$ cat src/rtl/vscale_mem_arbiter_pkg.sv
// Shared types and constants for the vscale instruction/data memory arbiter.
// Build option: VSCALE_MEM_ARB_RR_EN (anti-starvation for the fetch port).
package vscale_mem_arbiter_pkg;

  localparam int ARB_OWNER_WIDTH  = 2;
  localparam int ARB_STARVE_WIDTH = 3;

  localparam logic [2:0] MEM_SIZE_WORD = 3'd2;

  typedef enum logic [ARB_OWNER_WIDTH-1:0] {
    ARB_NONE    = 2'd0,
    ARB_IMEM    = 2'd1,
    ARB_DMEM_RD = 2'd2,
    ARB_DMEM_WR = 2'd3
  } arb_owner_e;

  function automatic logic is_dmem(arb_owner_e owner);
    return (owner == ARB_DMEM_RD) || (owner == ARB_DMEM_WR);
  endfunction

endpackage

$ cat src/rtl/vscale_mem_arbiter_grant.sv
// Address-phase grant for the shared memory bus, plus the fetch starvation counter.
// Build option: VSCALE_MEM_ARB_RR_EN enables the counter; otherwise strict dmem > imem.
import vscale_mem_arbiter_pkg::*;

module vscale_mem_arbiter_grant #(
  parameter int MAX_STARVE = 4
) (
  input  logic                       clk,
  input  logic                       reset,
  input  logic                       imem_req_i,
  input  logic                       dmem_en_i,
  input  logic                       dmem_wen_i,
  input  logic                       mem_wait_i,
  output logic [ARB_OWNER_WIDTH-1:0] grant_o
);

  arb_owner_e grant_q, grant_d;
  logic       force_imem;

`ifdef VSCALE_MEM_ARB_RR_EN
  logic [ARB_STARVE_WIDTH-1:0] starve_q, starve_d;

  assign force_imem = (starve_q == ARB_STARVE_WIDTH'(MAX_STARVE));
`else
  // Fixed priority: the fetch port is never promoted.
  assign force_imem = (MAX_STARVE < 0);
`endif

  always_comb begin
    grant_d = ARB_NONE;
    if (mem_wait_i) begin
      grant_d = grant_q;
    end else if (dmem_en_i && !(force_imem && imem_req_i)) begin
      grant_d = dmem_wen_i ? ARB_DMEM_WR : ARB_DMEM_RD;
    end else if (imem_req_i) begin
      grant_d = ARB_IMEM;
    end
  end

`ifdef VSCALE_MEM_ARB_RR_EN
  always_comb begin
    starve_d = starve_q;
    if (!mem_wait_i) begin
      if (grant_d == ARB_IMEM) begin
        starve_d = '0;
      end else if (imem_req_i && is_dmem(grant_d) && !force_imem) begin
        starve_d = starve_q + 1'b1;
      end
    end
  end

  always_ff @(posedge clk) begin
    if (reset) starve_q <= '0;
    else       starve_q <= starve_d;
  end
`endif

  always_ff @(posedge clk) begin
    if (reset) grant_q <= ARB_NONE;
    else       grant_q <= grant_d;
  end

  assign grant_o = grant_d;

endmodule

$ cat src/rtl/vscale_mem_arbiter.sv
// Shares one two-phase memory bus between the vscale fetch and data ports.
// Build option: VSCALE_MEM_ARB_RR_EN (see vscale_mem_arbiter_grant).
import vscale_mem_arbiter_pkg::*;

module vscale_mem_arbiter #(
  parameter int MAX_STARVE = 4,
  parameter int XPR_LEN    = 32
) (
  input  logic               clk,
  input  logic               reset,
  input  logic               imem_req,
  input  logic [XPR_LEN-1:0] imem_addr,
  output logic [XPR_LEN-1:0] imem_rdata,
  output logic               imem_wait,
  output logic               imem_badmem_e,
  input  logic               dmem_en,
  input  logic               dmem_wen,
  input  logic [2:0]         dmem_size,
  input  logic [XPR_LEN-1:0] dmem_addr,
  input  logic [XPR_LEN-1:0] dmem_wdata_delayed,
  output logic [XPR_LEN-1:0] dmem_rdata,
  output logic               dmem_wait,
  output logic               dmem_badmem_e,
  output logic               mem_en,
  output logic               mem_wen,
  output logic [2:0]         mem_size,
  output logic [XPR_LEN-1:0] mem_addr,
  output logic [XPR_LEN-1:0] mem_wdata_delayed,
  input  logic [XPR_LEN-1:0] mem_rdata,
  input  logic               mem_wait,
  input  logic               mem_badmem_e
);

  logic [ARB_OWNER_WIDTH-1:0] grant_raw;
  arb_owner_e                 grant;
  arb_owner_e                 dphase_q;
  logic                       imem_req_q;
  logic                       dmem_en_q;

  vscale_mem_arbiter_grant #(
    .MAX_STARVE (MAX_STARVE)
  ) u_grant (
    .clk        (clk),
    .reset      (reset),
    .imem_req_i (imem_req),
    .dmem_en_i  (dmem_en),
    .dmem_wen_i (dmem_wen),
    .mem_wait_i (mem_wait),
    .grant_o    (grant_raw)
  );

  assign grant = arb_owner_e'(grant_raw);

  assign mem_en   = (grant != ARB_NONE) && !reset;
  assign mem_wen  = (grant == ARB_DMEM_WR) && !reset;
  assign mem_addr = is_dmem(grant)      ? dmem_addr :
                    (grant == ARB_IMEM) ? imem_addr : '0;
  assign mem_size = is_dmem(grant)      ? dmem_size :
                    (grant == ARB_IMEM) ? MEM_SIZE_WORD : 3'd0;

  // A stalled data phase keeps its owner; the next address phase is not accepted.
  always_ff @(posedge clk) begin
    if (reset) begin
      dphase_q   <= ARB_NONE;
      imem_req_q <= 1'b0;
      dmem_en_q  <= 1'b0;
    end else if (!mem_wait) begin
      dphase_q   <= grant;
      imem_req_q <= imem_req;
      dmem_en_q  <= dmem_en;
    end
  end

  assign mem_wdata_delayed = (dphase_q == ARB_DMEM_WR) ? dmem_wdata_delayed : '0;

  assign imem_rdata    = mem_rdata;
  assign dmem_rdata    = mem_rdata;
  assign imem_badmem_e = mem_badmem_e && (dphase_q == ARB_IMEM);
  assign dmem_badmem_e = mem_badmem_e && is_dmem(dphase_q);

  assign imem_wait = mem_wait || (imem_req_q && (dphase_q != ARB_IMEM));
  assign dmem_wait = mem_wait || (dmem_en_q && !is_dmem(dphase_q));

endmodule

$ cat config.mk
export PLATFORM = sky130hd
export DESIGN_NAME = vscale_mem_arbiter
export DESIGN_NICKNAME = d
export VERILOG_FILES = /design/src/rtl/vscale_mem_arbiter_pkg.sv /design/src/rtl/vscale_mem_arbiter_grant.sv /design/src/rtl/vscale_mem_arbiter.sv
export SDC_FILE = /design/constraint.sdc
export NUM_CORES = 1
export LEC_CHECK = 0
export BUFFER_PORTS_ARGS = -buffer_cell sky130_fd_sc_hd__buf_2
export CAP_MARGIN = 20
export CORE_AREA = 2 2 106 108
export DETAILED_ROUTE_END_ITERATION = 8
export DIE_AREA = 0 0 108 110
export PLACE_DENSITY = 0.58
export SYNTH_ARGS = -nofsm -noshare
export SYNTH_HDL_FRONTEND = slang
export SYNTH_SLANG_ARGS = --single-unit
$ cat constraint.sdc
create_clock -name clk -period 1.29 [get_ports clk]
set_clock_uncertainty 0.05 [all_clocks]
set_input_delay 0.129 -clock clk [delete_from_list [all_inputs] [get_ports clk]]
set_output_delay 0.129 -clock clk [all_outputs]
set_load 0.005 [all_outputs]
[Yosys cells after proc, flatten, opt, wreduce, memory -nomap -nowiden]
Cells that the tools add are included.
Storage, ports and cells
  register bits: 6
  bits of input ports: 138
Cells by class
  multiplexer cells: 9
  equality and inequality tests: 7
  reduce and logical (&&, ||, !) cells: 13
Operators with widths (count)
  32-bit two-way mux: 3
  2-bit equality test (second input constant): 4
  1-bit logical AND: 6
  2-bit two-way mux: 3
  2-bit by 1-bit equality test with 1-bit output (second input constant): 2
  1-bit logical OR: 4
  3-bit two-way mux: 1
  1-bit logical NOT: 2
  1-bit two-way mux: 2
  2-bit by 1-bit != test with 1-bit output (second input constant): 1
  2-bit nonzero test: 1

[Logic depth before layout (Yosys ltp)]
Gate-level depths: netlist of the first run.
  depth after elaboration: 6
  gate-level depth with buffers: 5
  depth with buffers taken out: 3

[Modules after synthesis]
A second synthesis of the first run with hierarchy kept.
Second synthesis, totals
  cell total of the unflattened synthesis: 178
  area total of the unflattened synthesis: 1412.6 µm²
Modules (own cells, without submodules)
  vscale_mem_arbiter: sequential area each 80.1 µm², area each 1303.8 µm², instances 1, cells an instance 169
  vscale_mem_arbiter_grant: sequential area each 40.0 µm², area each 108.9 µm², instances 1, cells an instance 9

[Worst setup path before layout of the first run]
No wires, ideal clock.
  path type: reg-to-output
  start: register u_grant.grant_q[0]
  end: output mem_addr[22]
  setup slack: 0.212 ns
  buffers on the path: 1
  arrival: 0.899 ns
  stages on the path, launching flop included: 5
  cells stage by stage: dfxtp_1 nand2_1 o22ai_4 buf_6 a22o_1
On the way
  cells in the longest elaborated chain, start to end: 4
RTL lines
  start, declared: RTL line vscale_mem_arbiter_grant.sv:17  | arb_owner_e grant_q, grant_d;
  start signal, assigned: RTL line vscale_mem_arbiter_grant.sv:60  | else grant_q <= grant_d;
  2-bit two-way mux *: RTL line vscale_mem_arbiter_grant.sv:31  | if (mem_wait_i) begin
  2-bit by 1-bit equality test with 1-bit output or 2-bit equality test (tied branches): RTL line vscale_mem_arbiter.sv:57, vscale_mem_arbiter_pkg.sv:18
  32-bit two-way mux or 1-bit logical OR (tied branches): RTL line vscale_mem_arbiter.sv:57, vscale_mem_arbiter_pkg.sv:18
  32-bit two-way mux *: RTL line vscale_mem_arbiter.sv:56  | assign mem_addr = is_dmem(grant) ? dmem_addr :
  end, declared: RTL line vscale_mem_arbiter.sv:27  | output logic [XPR_LEN-1:0] mem_addr,
Every way passes the cells marked *; elsewhere a longest branch is shown, timed or not.

[Worst setup path in the final report of the first run]
Same ends and word-level chain as after synthesis.

==> flow_summary.ini, run 1 <==
[status]
outcome = finished with violations
violations = setup timing

[sta]
finalSetupViolations = 37
setup_ws_ns = -0.1488
post-route-min-period_ns = 1.439
maxSlewViolCount = 0
slew_headroom_pct = 85.94
tightest_slew_ns = 0.2109
timing.final.crit_share_pct = 111.5
max_freq_mhz = 695.0
rsz0062_at_grt = true
finalHoldViolCount = 0

[synthesis]
ys_ff_latch = 6
yosys.area_share.simple_pct = 21.62
async_flop_share_pct = 0
synthFlopType = dfxtp_1
yosys_warnings = 0
synth_edf_count = 0
synth_cells = 178
yosysMostFrequentCell = buf_4
synth_compound_area_share_pct = 26.43
synth_top_cell_by_area = buf_4
synth.top_cell.area_share_pct = 36.51
synthesis.nets = 316
synth-xor-area-share_pct = 0
synth_top_family_by_area = buffers and inverters
synthDistinctLibCells = 24
synth_commonest_cells = buf_4, and3_1, a22o_1, clkbuf_1, dfxtp_1
synthesis.area_um2 = 1378
synth.avg_cell_area_um2 = 7.739
synthAdderAreaFrac_pct = 0
synthMuxAreaShare_pct = 0.7266
ys_seq_area_share_pct = 8.719
synth.area.top_cells = buf_4, a22o_1, and3_1

[clocking]
path_clk_slew_ns = 0.04
cts_hold_buf = 0
cts_tree = yes
worstSkewPairLatency_ns = 0.23
clk_path_buf_depth = 2
cts_num_sinks = 6
clockRootBuffer = clkbuf_8
cts-buffers-inserted = 3
ctsHtreeMaxLevel = 1

[cells_and_area]
drive_gt1_share_pct = 70.69
area_delta_synth_final_pct = 52.41
diodes = 0
final_cells = 430
fin_nets = 430

[power_and_ir_drop]
total_power_uw = 1102
power_leakage_uw = 0.001345
cellPowerDensity_nw_per_um2 = 524.9
ir_drop_mv = 0.5542

[route]
avgRoutedWirePerCell_um = 12.80
first_pass_iters = 4
remaining_drc_errors = 0
via_per_inst = 3.740
wirelength_um = 5504
postRouteAntennaNets = 0
num_vias = 1608
first_iter_violations = 60

[global_routing]
grt_pass1_vias = 1377
grt_max_degree = 34
overflow = 0
grt_first_pass_wirelength_um = 7017
antenna_found_initial = 0
grt_usage_pct = 7.380

[job]
drv_cap = 0

[worst_setup_path]
cp-start-kind = flip-flop
arrival_ns = 1.26
path_max_fanout = 33
r2r_setup_slack_ns = 0.31
cp.required_ns = 1.11
path_class = reg2out
r2r-start = u_grant.grant_q[0]
worstSetupEndpointType = primary output
crit_start = u_grant.grant_q[0]

[floorplan]
core_um2 = 10700
start_util_pct = 12.88
dieArea_um2 = 11880
placementRows = 38
die_h_um = 110
die_x_um = 108
ios = 275

[placed_design]
portBuffers = 178
gp_congestion = 0.6438
dp_hpwl_um = 4315
dp_cells = 424

[min_path]
min_path_type = in2reg
hp-start = reset
cell usage in the layout (no fill, tap or decap), types with 2 or more instances in the layout:
cell | Yosys | routed
a21o_1 | 2 | 2
a21oi_1 | 2 | 2
a22o_1 | 32 | 32
and2_1 | 4 | 2
and2_4 | 0 | 2
and3_1 | 33 | 32
buf_12 | 0 | 4
buf_16 | 0 | 2
buf_2 | 0 | 176
buf_4 | 67 | 2
buf_6 | 4 | 2
clkbuf_8 | 0 | 3
dfxtp_1 | 6 | 2
dfxtp_2 | 0 | 4
inv_1 | 4 | 4
nand2_1 | 3 | 2
nand2_2 | 2 | 2
nor2_1 | 2 | 2
worst max-delay path, cell delays in order, from the launching register on:
cell	delay [ns]
dfxtp_2	0.32
nand2_2	0.06
o22ai_4	0.15
buf_12	0.20
a22o_1	0.17
buf_2	0.11
where the power goes:
group          leakage [uW]  switching [uW]  internal, uW
Combinational       0.00127             253           354
Clock             0.0000216            84.7           201
Sequential        0.0000509            10.2           200
layout make-up:
class | count | area (um2)
sequential | 6 | 125.1
multi-input combinational | 91 | 689.4
timing repair buffer | 186 | 1054
inverter | 4 | 15.01
clock buffer | 3 | 41.29
fill | 1222 | 8598
tap | 140 | 175.2
through the flow:
stage	utilization [%]	area [um2]	setup TNS [ns]	hold slack, ns	setup slack (ns)
6_report	19.63	2100	-4.457	0.09949	-0.1488
5_1_grt	19.63	2100	-6.766	0.1179	-0.2121
4_1_cts	19.42	2077	-4.699	0.09693	-0.1501
3_5_place_dp	18.33	1961	0	0.2081	0.03552
3_3_place_gp	18.33	1961	0	0.2081	0.06394
2_1_floorplan	-	1378	0	0.1481	0.2125
state kept, by name (all words and copies together) (netlist names):
signal and cells:
u_grant.grant_q 2, dphase_q 2, imem_req_q 1, dmem_en_q 1
layer usage:
metal	part of all wire, %	GRT usage (%)
met3	8.4	1.705
met4	1.9	2.839
met5	0	0
met2	49	11.10
met1	41	10.20
path summary, 6_finish.rpt:
kind	cells after the start	end
worst max-delay path	5	mem_addr[22]
worst min-delay path	2	dphase_q[1]
worst max register to register	4	u_grant.grant_q[0]
worst min register to register	2	dmem_en_q
logic make-up after synthesis:
kind of cell | after synthesis
compound gates | 42
simple gates | 48
flops | 6
buf+inv | 81
mux | 1
timing repair:
action	4_1_cts	5_1_grt
endpoints found under the setup margin	42	38
pin swaps	5	5
resized for setup	8	5
buffers inserted	1	0
gates cloned	2	0
(Power assumes the default switching activity.)
==> inputs of run 2 (changes only) <==
--- a/config.mk
+++ b/config.mk
@@ -12,4 +12,5 @@
 export DIE_AREA = 0 0 108 110
 export PLACE_DENSITY = 0.58
+export RECOVER_POWER = 100
 export SYNTH_ARGS = -nofsm -noshare
 export SYNTH_HDL_FRONTEND = slang
--- a/constraint.sdc
+++ b/constraint.sdc
@@ -3,3 +3,3 @@
 set_input_delay 0.129 -clock clk [delete_from_list [all_inputs] [get_ports clk]]
 set_output_delay 0.129 -clock clk [all_outputs]
-set_load 0.005 [all_outputs]
+set_load 0.01 [all_outputs]
==> run 2 against run 1 <==
The run still ends with setup timing left. Sequential power increased by 3%. First-iteration DRC count decreased by 20%. Global-route usage increased by 0.48 points. Clock-buffer cell count unchanged. Critical path depth unchanged. Critical path type unchanged. Largest power group unchanged. Highest routed layer unchanged.
==> flow_summary.ini, run 2 (synthesis gave the netlist of run 1 again) <==
[status]
outcome = finished with violations
violations = setup timing

[cells_and_area]
diodes = 0
final_common_cell = buf_2
final_cell_mix = buf_2, a22o_1, buf_6
area_delta_synth_final_pct = 78.29
drive_gt1_share_pct = 77.97
reg.largest.list = dphase_q x2, u_grant.grant_q x2
fin_nets = 435
num-fill-cells = 1190

[placed_design]
portBuffers = 178
dp_hpwl_um = 4386
gp_congestion = 0.6218

[sta]
max_freq_mhz = 683.9
setup_ws_ns = -0.1721
post-route-min-period_ns = 1.462
slew_headroom_pct = 77.79
holdWs_ns = 0.1129
finalSetupViolations = 71
maxSlewViolCount = 0
fin_tns_setup_ns = -7.777
rsz0062_at_grt = true
tightest_slew_ns = 0.3327
finalHoldViolCount = 0
timing.final.crit_share_pct = 113.3

[worst_setup_path]
path_max_fanout = 33
cp.required_ns = 1.11
worst_path_largest_cell_delay_ns = 0.32
arrival_ns = 1.28
crit_family = buffers and inverters
cp-start-kind = flip-flop
slowest_stage = dfxtp_2
r2r_setup_slack_ns = 0.26
path_cells = nand2_2, o22ai_4, buf_12, a22o_1, buf_2
worstSetupEndpointType = primary output
path_class = reg2out
path_buf_inv = 2

[clocking]
cts-buffers-inserted = 3
path_clk_slew_ns = 0.04
cts_hold_buf = 0
clk_path_buf_depth = 2
ctsHtreeMaxLevel = 1
clockRootBuffer = clkbuf_8
worstSkewPairLatency_ns = 0.22
cts_tree = yes
cts_num_sinks = 6

[route]
remaining_drc_errors = 0
first_iter_violations = 48
avgRoutedWirePerCell_um = 14.21
via_per_inst = 3.991
first_pass_iters = 4
num_vias = 1736
wirelength_um = 6182
postRouteAntennaNets = 0

[global_routing]
overflow = 0
antenna_found_initial = 0
grt_pass1_vias = 1443
grt_usage_pct = 7.860
grt_first_pass_wirelength_um = 7500
grt_max_degree = 34

[floorplan]
placementRows = 38
start_util_pct = 12.88
die_x_um = 108
die_h_um = 110
dieArea_um2 = 11880
ios = 275
core_um2 = 10700

[power_and_ir_drop]
power_leakage_uw = 0.001372
ir_drop_mv = 0.4684
cellPowerDensity_nw_per_um2 = 500.4
total_power_uw = 1229

[job]
drv_cap = 0

[min_path]
min_path_type = in2reg
## run 2: changes by cell type in the layout (fill, tap and decap cells not counted), sizes merged
cell / previous run / this run
clkbuf: 3 / 6
buf: 186 / 188
## run 2: repair_timing
item / CTS / global route
endpoints found under the setup margin: 69 / 58
buffers inserted: 0 / 0
gates cloned: 3 / 4
pin swaps: 5 / 5
hold endpoints to repair: 0 / 0
gates resized for setup: 10 / 51
## run 2: where the power goes
group / leakage (uW) / internal, uW / total, uW / switching (uW)
Sequential: 0.0000509 / 199 / 217 / 18.6
Clock: 0.0000216 / 200 / 279 / 79.1
Combinational: 0.00130 / 410 / 733 / 322
Total: 0.00137 / 809 / 1230 / 420
## run 2: path summary, 6_finish.rpt
check,start,to,cells after the start
worst max-delay path,u_grant.grant_q[0],mem_addr[20],5
worst min-delay path,reset,dphase_q[1],2
worst max register to register,dphase_q[0],dphase_q[0],2
worst min register to register,dmem_en_q,dmem_en_q,2
## run 2: worst register-to-register path: stages (launching register included)
cell and delay, ns:
dfxtp_1 0.50, inv_1 0.09, a221oi_1 0.29
## run 2: final cells by class
cell class / count / area [um2] / area share, %
sequential: 6 / 126.4 / 5.145
timing repair buffer: 191 / 1305 / 53.13
multi-input combinational: 91 / 793.3 / 32.30
inverter: 4 / 15.01 / 0.6113
clock buffer: 3 / 41.29 / 1.681
tap: 140 / 175.2 / 7.132
## run 2: stage by stage
step / utilization [%] / area, um2 / instances / setup slack [ns]
after global placement: 18.40 / 1968 / 425 / 0.04886
after detailed placement: 18.40 / 1968 / 425 / 0.02301
final: 22.96 / 2456 / 435 / -0.1721
after floorplan: - / 1378 / 178 / 0.1790
after global routing: 22.96 / 2456 / 435 / -0.2462
after CTS: 19.70 / 2107 / 431 / -0.1698
## run 2: per-layer routing
metal	track usage [%]	vias to the layer above	routed length (um)
li1	-	810	-
met1	11.50	826	2606
met2	11.23	86	2943
met3	1.999	14	538
met4	2.289	0	94
met5	0	-	0
==> inputs of run 3 (changes only) <==
Settings changed: REMOVE_ABC_BUFFERS from default to 1.
==> run 3 against run 2 <==
Combinational power is 5.7% lower. Global-route usage is 3.9 points higher. Total power is 3.1% lower. Largest cell class unchanged. The flow still finishes with violations (setup timing). Clock-buffer cell count stayed put.
==> flow_summary.ini, run 3 (synthesis gave the netlist of run 1 again) <==
[global_routing]
grt_pass1_vias = 1666
antenna_found_initial = 1
grt_usage_pct = 11.75
grt_first_pass_wirelength_um = 10190
grt_max_degree = 36
overflow = 0

[worst_setup_path]
path_max_fanout = 8
worstSetupEndpointType = primary output
worst_r2r_path_depth = 2
r2r-end = dphase_q[1]
r2r-start = dphase_q[1]
crit_start = dphase_q[1]
arrival_ns = 1.31
endpoint = mem_wdata_delayed[7]
cp.required_ns = 1.11
path_class = reg2out
r2r_setup_slack_ns = 0.35
cp-start-kind = flip-flop

[status]
outcome = finished with violations
violations = setup timing

[route]
first_iter_violations = 99
first_pass_iters = 4
via_per_inst = 4.267
postRouteAntennaNets = 0
wirelength_um = 8426
avgRoutedWirePerCell_um = 19.41
remaining_drc_errors = 0
num_vias = 1852

[floorplan]
start_util_pct = 12.88
core_um2 = 10700
die_x_um = 108
ios = 275
dieArea_um2 = 11880
placementRows = 38
die_h_um = 110

[placed_design]
dpl_worst_slack_ns = -0.06139
gp_congestion = 0.7067
dp_hpwl_um = 6634
portBuffers = 178
dp_cells = 425

[cells_and_area]
seqCellArea_um2 = 126.4
multi_input_area_um2 = 693.2
final_common_cell = buf_2
area_delta_synth_final_pct = 57.95
reg.largest.list = dphase_q x2, u_grant.grant_q x2
drive_gt1_share_pct = 70.65
num-fill-cells = 1227
final_cell_mix = buf_2, and3_1, a22o_1
fin_nets = 433
final_cells = 434

[power_and_ir_drop]
ir_drop_mv = 0.1830
p_clk_share_pct = 24.0
cellPowerDensity_nw_per_um2 = 547.1
power_leakage_uw = 0.001375
seqPwrFrac_pct = 18.0
swShare_pct = 35.07
power.switching_uw = 417.5
p_comb_share_pct = 58.1
p_int_uw = 772.9

[sta]
tightest_slew_ns = 0.4065
setup_ws_ns = -0.1960
maxSlewViolCount = 0
finalSetupViolations = 72
timing.final.crit_share_pct = 115.2
rsz0062_at_grt = true
max_freq_mhz = 673.0
holdWs_ns = 0.1789
post-route-min-period_ns = 1.486
slew_headroom_pct = 72.86
finalHoldViolCount = 0

[clocking]
ctsHtreeMaxLevel = 1
path_clk_slew_ns = 0.03
clockRootBuffer = clkbuf_8
clk_path_buf_depth = 2
cts_num_sinks = 6
cts-buffers-inserted = 3
cts_tree = yes
worstSkewPairLatency_ns = 0.22
cts_hold_buf = 0

[min_path]
min_path_type = in2reg

[job]
drv_cap = 0
## run 3: cell count changes in the layout (fill, tap and decap cells not counted), sizes merged
| cell | change |
|---|---|
| buf | -2 |
| diode | +1 |
## run 3: worst max-delay path, cell delays in order (launching register included)
cell	delay, ns
dfxtp_1	0.56
clkbuf_16	0.23
and3_1	0.15
buf_2	0.14
## run 3: stage by stage
| step | utilization (%) | TNS [ns] | power, uW | area, um2 |
|---|---|---|---|---|
| 4_1_cts | 19.11 | -5.772 | 1143 | 2044 |
| 6_report | 20.34 | -10.43 | 1190 | 2176 |
| 2_1_floorplan | - | -1.741 | 461.2 | 807.0 |
| 3_5_place_dp | 18.28 | -0.8092 | 830.6 | 1956 |
| 5_1_grt | 20.32 | -14.67 | 1263 | 2173 |
| 3_3_place_gp | 18.28 | -0.02062 | 820.3 | 1956 |
## run 3: cell type report
class,count,share of cell area [%]
Antenna cell,1,0.1150
Clock buffer,3,1.898
Inverter,4,0.6901
Multi-Input combinational cell,91,31.86
Sequential cell,6,5.808
Tap cell,140,8.051
Timing Repair Buffer,189,51.58
## run 3: how the worst min path moves through the flow
stage                              from        endpoint  slack, ns  depth (start not counted)
after CTS                      imem_req      imem_req_q       0.17                          3
after global placement    mem_rdata[15]  dmem_rdata[15]       0.21                          0
after detailed placement  mem_rdata[15]  dmem_rdata[15]       0.21                          0
after global routing           imem_req     dphase_q[0]       0.19                          3
final                          imem_req      imem_req_q       0.18                          3
after floorplan                   reset       dmem_en_q       0.15                          1
## run 3: repair_timing
action | 4_1_cts | 5_1_grt
pin swaps | 1 | 10
endpoints found under the setup margin | 69 | 48
cloned | 1 | 4
setup buffers | 0 | 0
resized for setup | 14 | 12
## run 3: power by group through the flow
stage                     clock (uW)  combinational (uW)  sequential, uW
after global routing             300                 747             216
after detailed placement           0                 621             210
after floorplan                    0                 240             221
after CTS                        292                 641             210
final                            285                 691             214
after global placement             0                 611             209
## run 3: per-layer routing
| layer | up-vias | wire length, um | track usage (%) |
|---|---|---|---|
| met5 | - | 114 | 11.61 |
| met4 | 4 | 46 | 2.381 |
| met3 | 7 | 1714 | 11.46 |
| met2 | 202 | 3413 | 15.41 |
| met1 | 836 | 3137 | 12.66 |
| li1 | 803 | - | - |
